[src/rtl/rv_iopmp_tl_dispatcher.sv]
// rtl/rv_iopmp_tl_dispatcher.sv - routes IOPMP check requests from requester ports to a pool of TL instances
package rv_iopmp_pkg;
    typedef enum logic [1:0] {
        ACCESS_NONE      = 2'd0,
        ACCESS_READ      = 2'd1,
        ACCESS_WRITE     = 2'd2,
        ACCESS_EXECUTION = 2'd3
    } access_t;
endpackage

module rv_iopmp_tl_dispatcher #(
    parameter int unsigned ADDR_WIDTH          = 64,
    parameter int unsigned DATA_WIDTH          = 64,
    parameter int unsigned SID_WIDTH           = 1,
    parameter int unsigned NUM_PORTS           = 2,
    parameter int unsigned NUMBER_TL_INSTANCES = 2,
    localparam int unsigned NB                 = $clog2(DATA_WIDTH / 8) + 1
) (
    input  logic                                         clk_i,
    input  logic                                         rst_ni,
    input  logic [NUM_PORTS-1:0]                         port_req_valid_i,
    output logic [NUM_PORTS-1:0]                         port_req_ready_o,
    input  logic [NUM_PORTS*ADDR_WIDTH-1:0]              port_addr_i,
    input  logic [NUM_PORTS*NB-1:0]                      port_num_bytes_i,
    input  logic [NUM_PORTS*SID_WIDTH-1:0]               port_sid_i,
    input  rv_iopmp_pkg::access_t [NUM_PORTS-1:0]        port_access_type_i,
    output logic [NUM_PORTS-1:0]                         port_rsp_valid_o,
    output logic [NUM_PORTS-1:0]                         port_allow_o,
    output logic [NUMBER_TL_INSTANCES-1:0]               tl_transaction_en_o,
    output logic [NUMBER_TL_INSTANCES*ADDR_WIDTH-1:0]    tl_addr_o,
    output logic [NUMBER_TL_INSTANCES*NB-1:0]            tl_num_bytes_o,
    output logic [NUMBER_TL_INSTANCES*SID_WIDTH-1:0]     tl_sid_o,
    output rv_iopmp_pkg::access_t [NUMBER_TL_INSTANCES-1:0] tl_access_type_o,
    input  logic [NUMBER_TL_INSTANCES-1:0]               tl_ready_i,
    input  logic [NUMBER_TL_INSTANCES-1:0]               tl_valid_i,
    input  logic [NUMBER_TL_INSTANCES-1:0]               tl_allow_i,
    output logic [NUMBER_TL_INSTANCES-1:0]               busy_o,
    output logic                                         protocol_err_o
);

    localparam int unsigned OW = (NUM_PORTS > 1) ? $clog2(NUM_PORTS) : 1;

    logic [NUMBER_TL_INSTANCES-1:0] inst_busy;
    logic [OW-1:0]                  owner [NUMBER_TL_INSTANCES];
    logic [NUM_PORTS-1:0]           port_busy;
    logic [OW-1:0]                  rr_ptr;
    logic [NUM_PORTS-1:0]           rsp_valid_q;
    logic [NUM_PORTS-1:0]           rsp_allow_q;
    logic                           protocol_err_q;

    logic [NUM_PORTS-1:0]           eligible;
    logic [NUM_PORTS-1:0]           port_granted;
    logic [NUMBER_TL_INSTANCES-1:0] grant_valid;
    logic [OW-1:0]                  grant_port [NUMBER_TL_INSTANCES];
    logic [OW-1:0]                  cand;
    logic [OW-1:0]                  last_port;
    logic                           any_grant;
    logic [OW-1:0]                  rr_ptr_d;

    assign eligible = port_req_valid_i & ~port_busy;

    // Walk free instances in ascending order; each takes the next ungranted eligible port from rr_ptr
    always_comb begin
        port_granted = '0;
        grant_valid  = '0;
        any_grant    = 1'b0;
        last_port    = '0;
        cand         = '0;
        for (int k = 0; k < int'(NUMBER_TL_INSTANCES); k++) begin
            grant_port[k] = '0;
        end
        for (int k = 0; k < int'(NUMBER_TL_INSTANCES); k++) begin
            if (!inst_busy[k] && tl_ready_i[k]) begin
                for (int i = 0; i < int'(NUM_PORTS); i++) begin
                    cand = OW'((32'(rr_ptr) + 32'(i)) % NUM_PORTS);
                    if (!grant_valid[k] && eligible[cand] && !port_granted[cand]) begin
                        grant_valid[k]     = 1'b1;
                        grant_port[k]      = cand;
                        port_granted[cand] = 1'b1;
                        any_grant          = 1'b1;
                        last_port          = cand;
                    end
                end
            end
        end
        rr_ptr_d = any_grant ? OW'((32'(last_port) + 32'd1) % NUM_PORTS) : rr_ptr;
    end

    // Steer the granted port's request fields to each instance; idle instances see zeros
    always_comb begin
        tl_addr_o      = '0;
        tl_num_bytes_o = '0;
        tl_sid_o       = '0;
        for (int k = 0; k < int'(NUMBER_TL_INSTANCES); k++) begin
            tl_access_type_o[k] = rv_iopmp_pkg::ACCESS_NONE;
            if (grant_valid[k]) begin
                tl_addr_o[k*ADDR_WIDTH +: ADDR_WIDTH] =
                    port_addr_i[int'(grant_port[k])*ADDR_WIDTH +: ADDR_WIDTH];
                tl_num_bytes_o[k*NB +: NB] =
                    port_num_bytes_i[int'(grant_port[k])*NB +: NB];
                tl_sid_o[k*SID_WIDTH +: SID_WIDTH] =
                    port_sid_i[int'(grant_port[k])*SID_WIDTH +: SID_WIDTH];
                tl_access_type_o[k] = port_access_type_i[grant_port[k]];
            end
        end
    end

    // Ownership tracking, response routing by owner, pointer advance and sticky protocol error
    always_ff @(posedge clk_i or negedge rst_ni) begin
        if (!rst_ni) begin
            inst_busy      <= '0;
            port_busy      <= '0;
            rr_ptr         <= '0;
            rsp_valid_q    <= '0;
            rsp_allow_q    <= '0;
            protocol_err_q <= 1'b0;
            for (int k = 0; k < int'(NUMBER_TL_INSTANCES); k++) begin
                owner[k] <= '0;
            end
        end else begin
            rsp_valid_q <= '0;
            rsp_allow_q <= '0;
            rr_ptr      <= rr_ptr_d;
            for (int k = 0; k < int'(NUMBER_TL_INSTANCES); k++) begin
                if (tl_valid_i[k]) begin
                    if (inst_busy[k]) begin
                        inst_busy[k]              <= 1'b0;
                        port_busy[owner[k]]       <= 1'b0;
                        rsp_valid_q[owner[k]]     <= 1'b1;
                        rsp_allow_q[owner[k]]     <= tl_allow_i[k];
                    end else begin
                        protocol_err_q <= 1'b1;
                    end
                end
            end
            // A port is never granted while it owns an instance, so these never collide with releases above
            for (int k = 0; k < int'(NUMBER_TL_INSTANCES); k++) begin
                if (grant_valid[k]) begin
                    inst_busy[k]             <= 1'b1;
                    owner[k]                 <= grant_port[k];
                    port_busy[grant_port[k]] <= 1'b1;
                end
            end
        end
    end

    assign port_req_ready_o    = port_granted;
    assign tl_transaction_en_o = grant_valid;
    assign port_rsp_valid_o    = rsp_valid_q;
    assign port_allow_o        = rsp_allow_q;
    assign busy_o              = inst_busy;
    assign protocol_err_o      = protocol_err_q;

endmodule

[config.mk]
export PLATFORM = sky130hd
export DESIGN_NAME = rv_iopmp_tl_dispatcher
export DESIGN_NICKNAME = d
export VERILOG_FILES = /design/src/rtl/rv_iopmp_tl_dispatcher.sv
export SDC_FILE = /design/constraint.sdc
export NUM_CORES = 1
export LEC_CHECK = 0
export CORE_AREA = 4 4 117 119
export CTS_CLUSTER_DIAMETER = 40
export CTS_CLUSTER_SIZE = 28
export DETAILED_ROUTE_END_ITERATION = 8
export DIE_AREA = 0 0 121 123
export SLEW_MARGIN = 20
export SYNTH_ARGS = -nofsm -noshare
export SYNTH_HDL_FRONTEND = slang
export SYNTH_SLANG_ARGS = --single-unit
[constraint.sdc]
create_clock -name clk_i -period 2.7 [get_ports clk_i]
set_input_delay 0.54 -clock clk_i [delete_from_list [all_inputs] [get_ports clk_i]]
set_output_delay 0.54 -clock clk_i [all_outputs]
set_load 0.02 [all_outputs]
==> results of run 1 <==
[cells by family after synthesis]
logic type / synth area share, %
and+or+nand+nor: 18.9
xor gates and xnor gates: 1.15
muxes: 0.438
AOI/OAI and AO/OA: 55.1
buffers and inverters: 10.4
adders and majority gates: 0.877
DFF: 13.2
[registers in the layout, summed over array words and instances, names as in the netlist, named ones only]
register          cells
port_allow_o          2
port_busy             2
protocol_err_o        1
port_rsp_valid_o      2
owner                 2
busy_o                2
[Yosys cell counts (2+ instances only)]
master | n | area [um^2]
sky130_fd_sc_hd__a22oi_1 | 72 | 541
sky130_fd_sc_hd__buf_6 | 7 | 78.8
sky130_fd_sc_hd__o21ai_0 | 5 | 25.0
sky130_fd_sc_hd__nand2b_1 | 4 | 25.0
sky130_fd_sc_hd__a21o_1 | 3 | 22.5
sky130_fd_sc_hd__a22o_1 | 71 | 622
sky130_fd_sc_hd__a21oi_1 | 4 | 20.0
sky130_fd_sc_hd__inv_1 | 4 | 15.0
sky130_fd_sc_hd__nor2_1 | 83 | 312
sky130_fd_sc_hd__maj3_1 | 2 | 20.0
sky130_fd_sc_hd__nor2b_1 | 3 | 18.8
sky130_fd_sc_hd__buf_2 | 15 | 75.1
sky130_fd_sc_hd__clkbuf_1 | 15 | 56.3
sky130_fd_sc_hd__dfrtp_1 | 12 | 300
sky130_fd_sc_hd__nand2_1 | 6 | 22.5
sky130_fd_sc_hd__xnor2_1 | 3 | 26.3
[worst max-delay path, stage by stage (launching register included)]
cell	delay [ns]
sky130_fd_sc_hd__dfrtp_2	0.39
sky130_fd_sc_hd__and3b_2	0.26
sky130_fd_sc_hd__xnor2_4	0.17
sky130_fd_sc_hd__nor3_4	0.06
sky130_fd_sc_hd__buf_6	0.12
sky130_fd_sc_hd__buf_6	0.11
sky130_fd_sc_hd__buf_16	0.12
sky130_fd_sc_hd__buf_8	0.12
sky130_fd_sc_hd__buf_6	0.12
sky130_fd_sc_hd__a22o_4	0.25
sky130_fd_sc_hd__buf_6	0.13
[cell usage in the layout, fill, tap and decap left out, types with 2 or more instances in the layout]
cell | synthesis | final
sky130_fd_sc_hd__clkdlybuf4s50_1 | 0 | 155
sky130_fd_sc_hd__nor2_1 | 83 | 81
sky130_fd_sc_hd__a22oi_1 | 72 | 71
sky130_fd_sc_hd__a22o_1 | 71 | 70
sky130_fd_sc_hd__clkbuf_2 | 0 | 68
sky130_fd_sc_hd__dlygate4sd2_1 | 0 | 59
sky130_fd_sc_hd__buf_4 | 1 | 24
sky130_fd_sc_hd__dfrtp_1 | 12 | 11
sky130_fd_sc_hd__buf_6 | 7 | 10
sky130_fd_sc_hd__buf_12 | 0 | 9
sky130_fd_sc_hd__nand2_1 | 6 | 6
sky130_fd_sc_hd__buf_2 | 15 | 6
sky130_fd_sc_hd__clkdlybuf4s15_1 | 0 | 6
sky130_fd_sc_hd__o21ai_0 | 5 | 5
sky130_fd_sc_hd__a21oi_1 | 4 | 4
sky130_fd_sc_hd__inv_1 | 4 | 4
sky130_fd_sc_hd__nand2b_4 | 0 | 3
sky130_fd_sc_hd__nor2b_1 | 3 | 3
sky130_fd_sc_hd__a21o_1 | 3 | 3
sky130_fd_sc_hd__clkbuf_16 | 0 | 3
sky130_fd_sc_hd__maj3_1 | 2 | 2
sky130_fd_sc_hd__nor2_4 | 0 | 2
sky130_fd_sc_hd__xnor2_4 | 0 | 2
sky130_fd_sc_hd__nor3_4 | 1 | 2
sky130_fd_sc_hd__buf_16 | 0 | 2
sky130_fd_sc_hd__clkdlybuf4s15_2 | 0 | 2
sky130_fd_sc_hd__buf_8 | 0 | 2
[metal layers]
layer,global-route usage (%),vias up
li1,-,1859
met1,21.5,1891
met2,34.7,218
met3,5.54,21
met4,4.82,0
met5,0,-
[worst paths after layout]
kind	start	endpoint	slack (ns)	depth (start not counted)
setup / recovery	flop	tl_addr_o[96]	0.05	10
max in group asynchronous	rst_ni	asynchronous set/reset pin	1.64	1
setup reg to reg	busy_o[0]	port_busy[0]	1.06	7
hold reg to reg	protocol_err_o	protocol_err_o	0.48	2
hold / removal	protocol_err_o	protocol_err_o	0.48	2
min in group asynchronous	rst_ni	busy_o[1]	0.66	1
[area by class of cell]
cell class	count	area (um^2)
inverter	4	15.0
clock buffer	4	88.8
timing repair buffer	344	3090
fill	1324	7010
tap	172	215
sequential	12	302
multi-input combinational	266	1850
[where the power goes]
group	internal, mW	leakage [nW]	total, mW	switching [mW]
clock network	0.224	0.0442	0.303	0.0793
registers	0.246	0.146	0.292	0.0455
logic	1.26	2.41	2.82	1.56
total	1.73	2.60	3.41	1.68
[per-stage QoR]
| step | hold slack, ns | worst slack, ns | area [um^2] | util [%] |
|---|---|---|---|---|
| floorplan | 0.244 | 0.432 | 2280 | - |
| global placement | 0.465 | -0.509 | 5600 | 44.5 |
| detailed placement | 0.479 | -0.527 | 5600 | 44.5 |
| CTS | 0.491 | -0.112 | 5850 | 46.5 |
| global route | 0.525 | -0.00891 | 5560 | 44.3 |
| finish | 0.481 | 0.0493 | 5560 | 44.3 |
[timing repair]
action | in CTS | in global routing
setup endpoints to repair | 144 | 135
buffers inserted | 14 | 0
gates cloned | 3 | 0
pin swaps | 5 | 5
resized for setup | 207 | 134
==> results by stage, run 1 <==
Status:
- The flow ran to the end, and the final reports show no timing, DRC or antenna violations.

Floorplan:
- In this run the core area contains 41 standard-cell rows.
- The die is 121 um wide.
- The area enclosed by the die boundary is 14900 um^2.
- The I/O pin total is 305.
- The starting utilization of the core area is 18.2%.
- The core region is 12600 um^2.
- In this run the vertical extent of the chip is 123 um.

Routing:
- The detailed router's first-iteration violation count is 168.
- The via density per instance is 4.97.
- The post-detailed-route count of antenna-violating nets is 0.
- Detailed routing inserted a total of 3989 vias.
- The routed design uses 8050 um of met2 wire.
- The detailed-route wire length on metal 1 is 5810 um.
- Summed over all nets, wire length on met3 after detailed routing comes to 1420 um.
- Summed over all layers, the routed wires come to 15600 um.
- The total iterations of the first detailed-routing run is 4.
- Dividing the detail-routed wire length by the instance count gives 19.5 um.
- The residual DRC count is 0.
- The uppermost layer routed is met4.

Worst setup path:
- The type of the setup path with the least slack is reg -> out.
- The signal arrival time at the worst endpoint is 2.11 ns.
- In this run the worst path has a maximum fanout of 5.
- The worst setup path is captured at a primary output.
- The required time at the endpoint of the critical path is 2.16 ns.
- The kind of start point of the critical path is a flop.

Power and ir drop:
- The total power is 3.41 mW.
- Across the VDD grid, the largest voltage drop is 0.247 mV.
- The power density over the cells is 614 nW/um^2.
- For this design the static power due to leakage is 2.60 nW.

Global route:
- The total overflow left after global routing is 0.
- The number of antenna violations at the first check in global routing is 0.
- The global-route wire length before repair is 22600 um.
- The via count of the first global-routing pass was 4188.
- The maximum number of pins on one net before global-route repair is 49.
- Across every metal layer, demand over resource in global routing totals 18.9%.

Place:
- Routability-driven placement finished with a final weighted congestion of 0.827.
- Detailed placement finished with a half-perimeter wire length of 11600 um.
- The count of placed standard cells including taps is 782.
- The count of input and output buffers is 304.

Timing:
- The final-report hold violation count came to 0.
- The number of slew-limit violations in the final report was 0.
- Derived from the worst setup path, the maximum achievable clock frequency is 0.377 GHz.
- The summed negative setup slack over all endpoints is 0 ns.
- The worst path uses 98.2% of the clock period.
- The relative max-transition margin is 62.7%.
- The final worst clock skew is 0.00156 ns.
- Setup repair after global routing could not meet its margin everywhere.
- The slew at the pin with the worst max-slew slack is 0.558 ns.
- Setup violations remaining at the end of the flow were counted as 0.
- For the finished layout, the period the worst path requires is 2.65 ns.

Synthesis:
- The proportion of register bits with asynchronous set or reset after synthesis is 100%.
- Counting every instance in the synthesized netlist gives 321.
- The register area share after synthesis is 13.2%.
- The count of flip-flops with a built-in enable after synthesis is 0.
- The most common flop cell mapped by yosys is sky130_fd_sc_hd__dfrtp_1.
- Yosys printed 0 warnings.
- Synthesis instantiated 28 different standard cells from the library.
- Dividing the synthesized area by the synthesized cell count gives 7.11 um^2.
- The number of synthesized register bits is 12.
- The number of nets produced by synthesis is 473.
- The post-synthesis instance area is 2280 um^2.

Cells and area:
- The number of antenna diodes is 0.
- The count of non-filler cells in the finished layout is 802.
- From synthesis to final layout, the design area changed by 144%.
- The ratio of cells with drive above 1 in the final layout is 22.4%.
- For this run, the post-layout net count is 783.

Clock tree:
- The post-CTS clock slew at the launch and capture registers of the worst setup and hold paths is 0.04 ns.
- The TritonCTS clock tree is yes.
- Buffers inserted to repair hold after CTS numbered 0.
- The number of clock sinks is 12.
- In this run the number of H-tree levels came out at 1.
- The clock insertion delay at the later pin of the skew report is 0.24 ns.
- The number of clock buffers added by TritonCTS is 3.
- The CTS root buffer is sky130_fd_sc_hd__clkbuf_16.
- Counting along the longest clock path gives a buffer depth of 2.

Min path:
- In this run the worst hold path is classified as reg -> reg.

Flow run:
- Across the run, the number of max-cap violations was 0.
No activity file was read; power rests on OpenSTA's default activity.
==> run 2, diff against run 1 <==
ABC_AREA = 1   (was not set)
CORE_AREA = 4 4 115 117   (was 4 4 117 119)
DIE_AREA = 0 0 119 121   (was 0 0 121 123)
PLACE_DENSITY = 0.71   (was not set)
TNS_END_PERCENT = 30   (was not set)
==> results by stage, run 2 <==
Status:
- The flow ran to the end, and the final reports show no timing, DRC or antenna violations.

Synthesis:
- The proportion of register bits with asynchronous set or reset after synthesis is 100% (unchanged).
- The count of yosys warnings during synthesis is 0 (unchanged).
- The post-synthesis instance area was 3110 um^2 (+36%).
- The number of synthesized register bits is 12 (unchanged).
- In the post-synthesis netlist, the biggest area contributors are sky130_fd_sc_hd__nand3_1 (25%), sky130_fd_sc_hd__nand4_1 (14%), sky130_fd_sc_hd__o21ai_0 (12%).
- The most used flip-flop cell after synthesis is sky130_fd_sc_hd__dfrtp_1.
- In the post-synthesis netlist, the cell with the most instances is sky130_fd_sc_hd__nand3_1.
- The most area-hungry cell type in the Yosys netlist is sky130_fd_sc_hd__nand3_1.
- The register area share after synthesis is 9.67% (-3.5 points).
- The area share of the largest cell type after synthesis is 24.8% (-2.4 points).
- The count of flip-flops with a built-in enable after synthesis is 0 (unchanged).
- The commonest cells after synthesis are sky130_fd_sc_hd__nand3_1 (154), sky130_fd_sc_hd__nand2_1 (93), sky130_fd_sc_hd__inv_1 (81).
- The post-synthesis cell count is 572 (+78%).
- The number of distinct library cell variants in the gate-level netlist after synthesis was 25 (-11%).
- The number of nets produced by synthesis is 724 (+53%).
- The mean cell area of the mapped netlist was 5.43 um^2 (-24%).

Worst setup path:
- The cell with the biggest individual delay on the critical path is sky130_fd_sc_hd__dlygate4sd2_1.
- The longest individual stage delay on the worst path came to 0.39 ns (about the same).
- The endpoint of the worst register-to-register path is port_busy[1].
- The worst setup path is launched from an input pin.
- The reg-to-reg setup timing slack is 0.91 ns (-0.15 ns).
- The signal arrival time at the worst endpoint was 2.07 ns (-0.04 ns).
- The required time at the endpoint of the critical path is 2.16 ns (about the same).
- The length in cells of the worst reg-to-reg path is 11 (+4).
- Tracing the worst setup path back leads to its startpoint at port_req_valid_i[1].
- The type of element capturing the critical path is a primary output.
- The reg-to-reg startpoint is port_busy[0].
- The worst setup path is of the in -> out kind.
- The maximum fanout encountered on the critical timing path was 35 (+30).
- The critical path goes through clkdlybuf4s15_1 > nand2_4 > nor2_8 > buf_4 > bufbuf_16 > nand3_1 > o21ai_0 > dlygate4sd2_1.

Routing:
- The mean routed wirelength per cell is 17.4 um (-10%).
- The total number of vias came to 5423 (+36%).
- The total iterations of the first detailed-routing run is 5 (+1).
- The post-detailed-route count of antenna-violating nets is 0 (unchanged).
- The via density per instance is 5.10 (+2.6%).
- The residual DRC count is 0 (unchanged).
- The detailed router's first-iteration violation count is 366 (+120%).
- The detailed-route wire length is 18500 um (+19%).

Cells and area:
- The area used by multi-input combinational logic is 2200 um^2 (+19%).
- The number of nets in the layout is 1044 (+33%).
- The number of antenna diodes is 0 (unchanged).
- The area growth from synthesis to layout is 114%.
- The count of non-filler cells in the finished layout is 1063 (+33%).
- The ratio of cells with drive above 1 in the final layout is 20.3% (-2.1 points).
- The number of fill cells is 1271 (-4.0%).
- In the layout the commonest cells are sky130_fd_sc_hd__clkdlybuf4s50_1 (156), sky130_fd_sc_hd__nand3_1 (152), sky130_fd_sc_hd__nand2_1 (87).
- The utilization after layout is 53.9% (+9.6 points).
- The area taken by flip-flops and latches was 302 um^2 (unchanged).
- The most frequent standard cell in the layout excluding fill and tap cells is sky130_fd_sc_hd__clkdlybuf4s50_1.
- The total non-filler cell area in the finished layout is 6660 um^2 (+20%).

Floorplan:
- The die height is 121 um (-1.6%).
- The I/O pin total is 305 (unchanged).
- The core area is 12400 um^2 (-1.6%).
- The starting utilization of the core area is 25.1% (+7.0 points).
- The x dimension of the die was 119 um (-1.7%).
- The floorplan row count is 41 (unchanged).
- The area enclosed by the die boundary was 14400 um^2 (-3.3%).

Timing:
- The slew at the pin with the worst max-slew slack is 0.531 ns (-0.0264 ns).
- The relative max-transition margin is 64.5% (+1.8 points).
- The final worst setup slack is 0.0925 ns (+0.0431 ns).
- The number of slew-limit violations in the final report is 0 (unchanged).
- The number of setup violations in the final report is 0 (unchanged).
- The achievable clock frequency came to 0.384 GHz (+1.7%).
- The final cycle utilization of the critical path came to 96.6% (-1.6 points).
- The final worst clock skew was 0.00110 ns (-0.000457 ns).
- The shortest period the worst path allows is 2.61 ns (-0.0431 ns).
- The final-report hold violation count is 0 (unchanged).

Flow run:
- The max capacitance violation total is 0 (unchanged).

Clock tree:
- The clock insertion delay at the later pin of the skew report is 0.24 ns (about the same).
- The hold buffer count at CTS is 0 (unchanged).
- In this run the clock root is driven by a sky130_fd_sc_hd__clkbuf_16.
- The post-CTS clock slew at the launch and capture registers of the worst setup and hold paths is 0.04 ns (about the same).
- TritonCTS built the clock tree.
- The clock buffer count from CTS is 3 (unchanged).
- The H-tree depth was 1 (unchanged).
- The number of clock sinks was 12 (unchanged).
- The deepest clock path buffer count is 2 (unchanged).

Place:
- The cell area after placement is 6540 um^2 (+17%).
- The count of placed standard cells including taps is 1044 (+34%).
- The HPWL after detailed placement is 12500 um (+7.4%).
- The count of input and output buffers is 304 (unchanged).
- The routability congestion estimate from global placement came to 0.899 (+8.6%).
- The pre-CTS worst setup slack is -0.666 ns (-0.139 ns).

Global route:
- The aggregate global routing overflow is 0 (unchanged).
- The global-route wire length before repair is 28100 um (+24%).
- The via count of the first global-routing pass is 5348 (+28%).
- The overall routing resource usage is 23.8% (+4.9 points).
- The maximum number of pins on one net before global-route repair was 41 (-16%).
- The number of antenna violations at the first check in global routing is 0 (unchanged).

Power and ir drop:
- The leakage dissipation was 3.64 nW (+40%).
- The power density over the cells was 776 nW/um^2 (+27%).
- The total power is 5.17 mW (+51%).
- The maximum resistive drop on vdd is 0.371 mV (+50%).

Min path:
- The worst hold-check path type is reg -> reg.
- The number of cells on the worst hold path came to 1 (-1).
- The beginning of the worst hold path is protocol_err_o.
- The endpoint of the worst hold-timing path is protocol_err_o.
[run 2: how the worst max path moves through the flow]
stage                                     end  slack [ns]  cells after the start
after floorplan           tl_access_type_o[2]        0.48                     10
after global placement          tl_addr_o[71]       -0.62                     13
after detailed placement        tl_addr_o[88]       -0.67                     13
after CTS                       tl_addr_o[60]       -0.08                      9
after global routing            tl_addr_o[52]     -0.0002                      8
final                           tl_addr_o[24]        0.09                      8
[run 2: cell families (layout without fill, tap and decap cells)]
| logic type | after synthesis | in the layout | synth area share (%) |
|---|---|---|---|
| buffers and inverters | 146 | 465 | 22.5 |
| AND/OR/NAND/NOR | 331 | 331 | 54.1 |
| flip-flops | 12 | 12 | 9.67 |
| AO/OA/AOI/OAI | 83 | 83 | 13.8 |
[run 2: timing repair]
item / CTS / global route
endpoints found under the setup margin: 145 / 93
buffers inserted: 4 / 3
hold endpoints to repair: 0 / 0
pin swaps: 8 / 6
cloned: 8 / 1
gates resized for setup: 404 / 26
[run 2: per-layer routing]
metal	vias to the layer above	routed length [um]	track usage, %	share of wire, %
met4	0	470	6.08	2.5
li1	2622	-	-	-
met1	2471	7340	27.6	40
met3	37	1550	4.01	8.3
met5	-	0	0	0
met2	293	9190	45.0	50
[run 2: area by class of cell]
| class | instances | share of cell area, % |
|---|---|---|
| Clock buffer | 4 | 1.33 |
| Timing Repair Buffer | 375 | 53.1 |
| Tap cell | 172 | 3.23 |
| Inverter | 86 | 4.85 |
| Multi-Input combinational cell | 414 | 33.0 |
| Sequential cell | 12 | 4.53 |
[run 2: where the power goes]
group | internal [mW] | switching, mW
registers | 0.246 | 0.0511
clock network | 0.223 | 0.0738
logic | 1.90 | 2.67
total | 2.37 | 2.80
[run 2: worst max-delay path, delay by kind of cell]
| kind | cells | cell delay (ns) |
|---|---|---|
| AND/OR/NAND/NOR | 3 | 0.28 |
| buffers and inverters | 4 | 1.13 |
| AO/OA/AOI/OAI | 1 | 0.10 |
[run 2: metrics by stage]
step | hold slack (ns) | setup TNS, ns
finish | 0.512 | 0
global route | 0.537 | -0.000244
CTS | 0.523 | -0.277
detailed placement | 0.516 | -74.34
global placement | 0.467 | -71.32
floorplan | 0.244 | 0
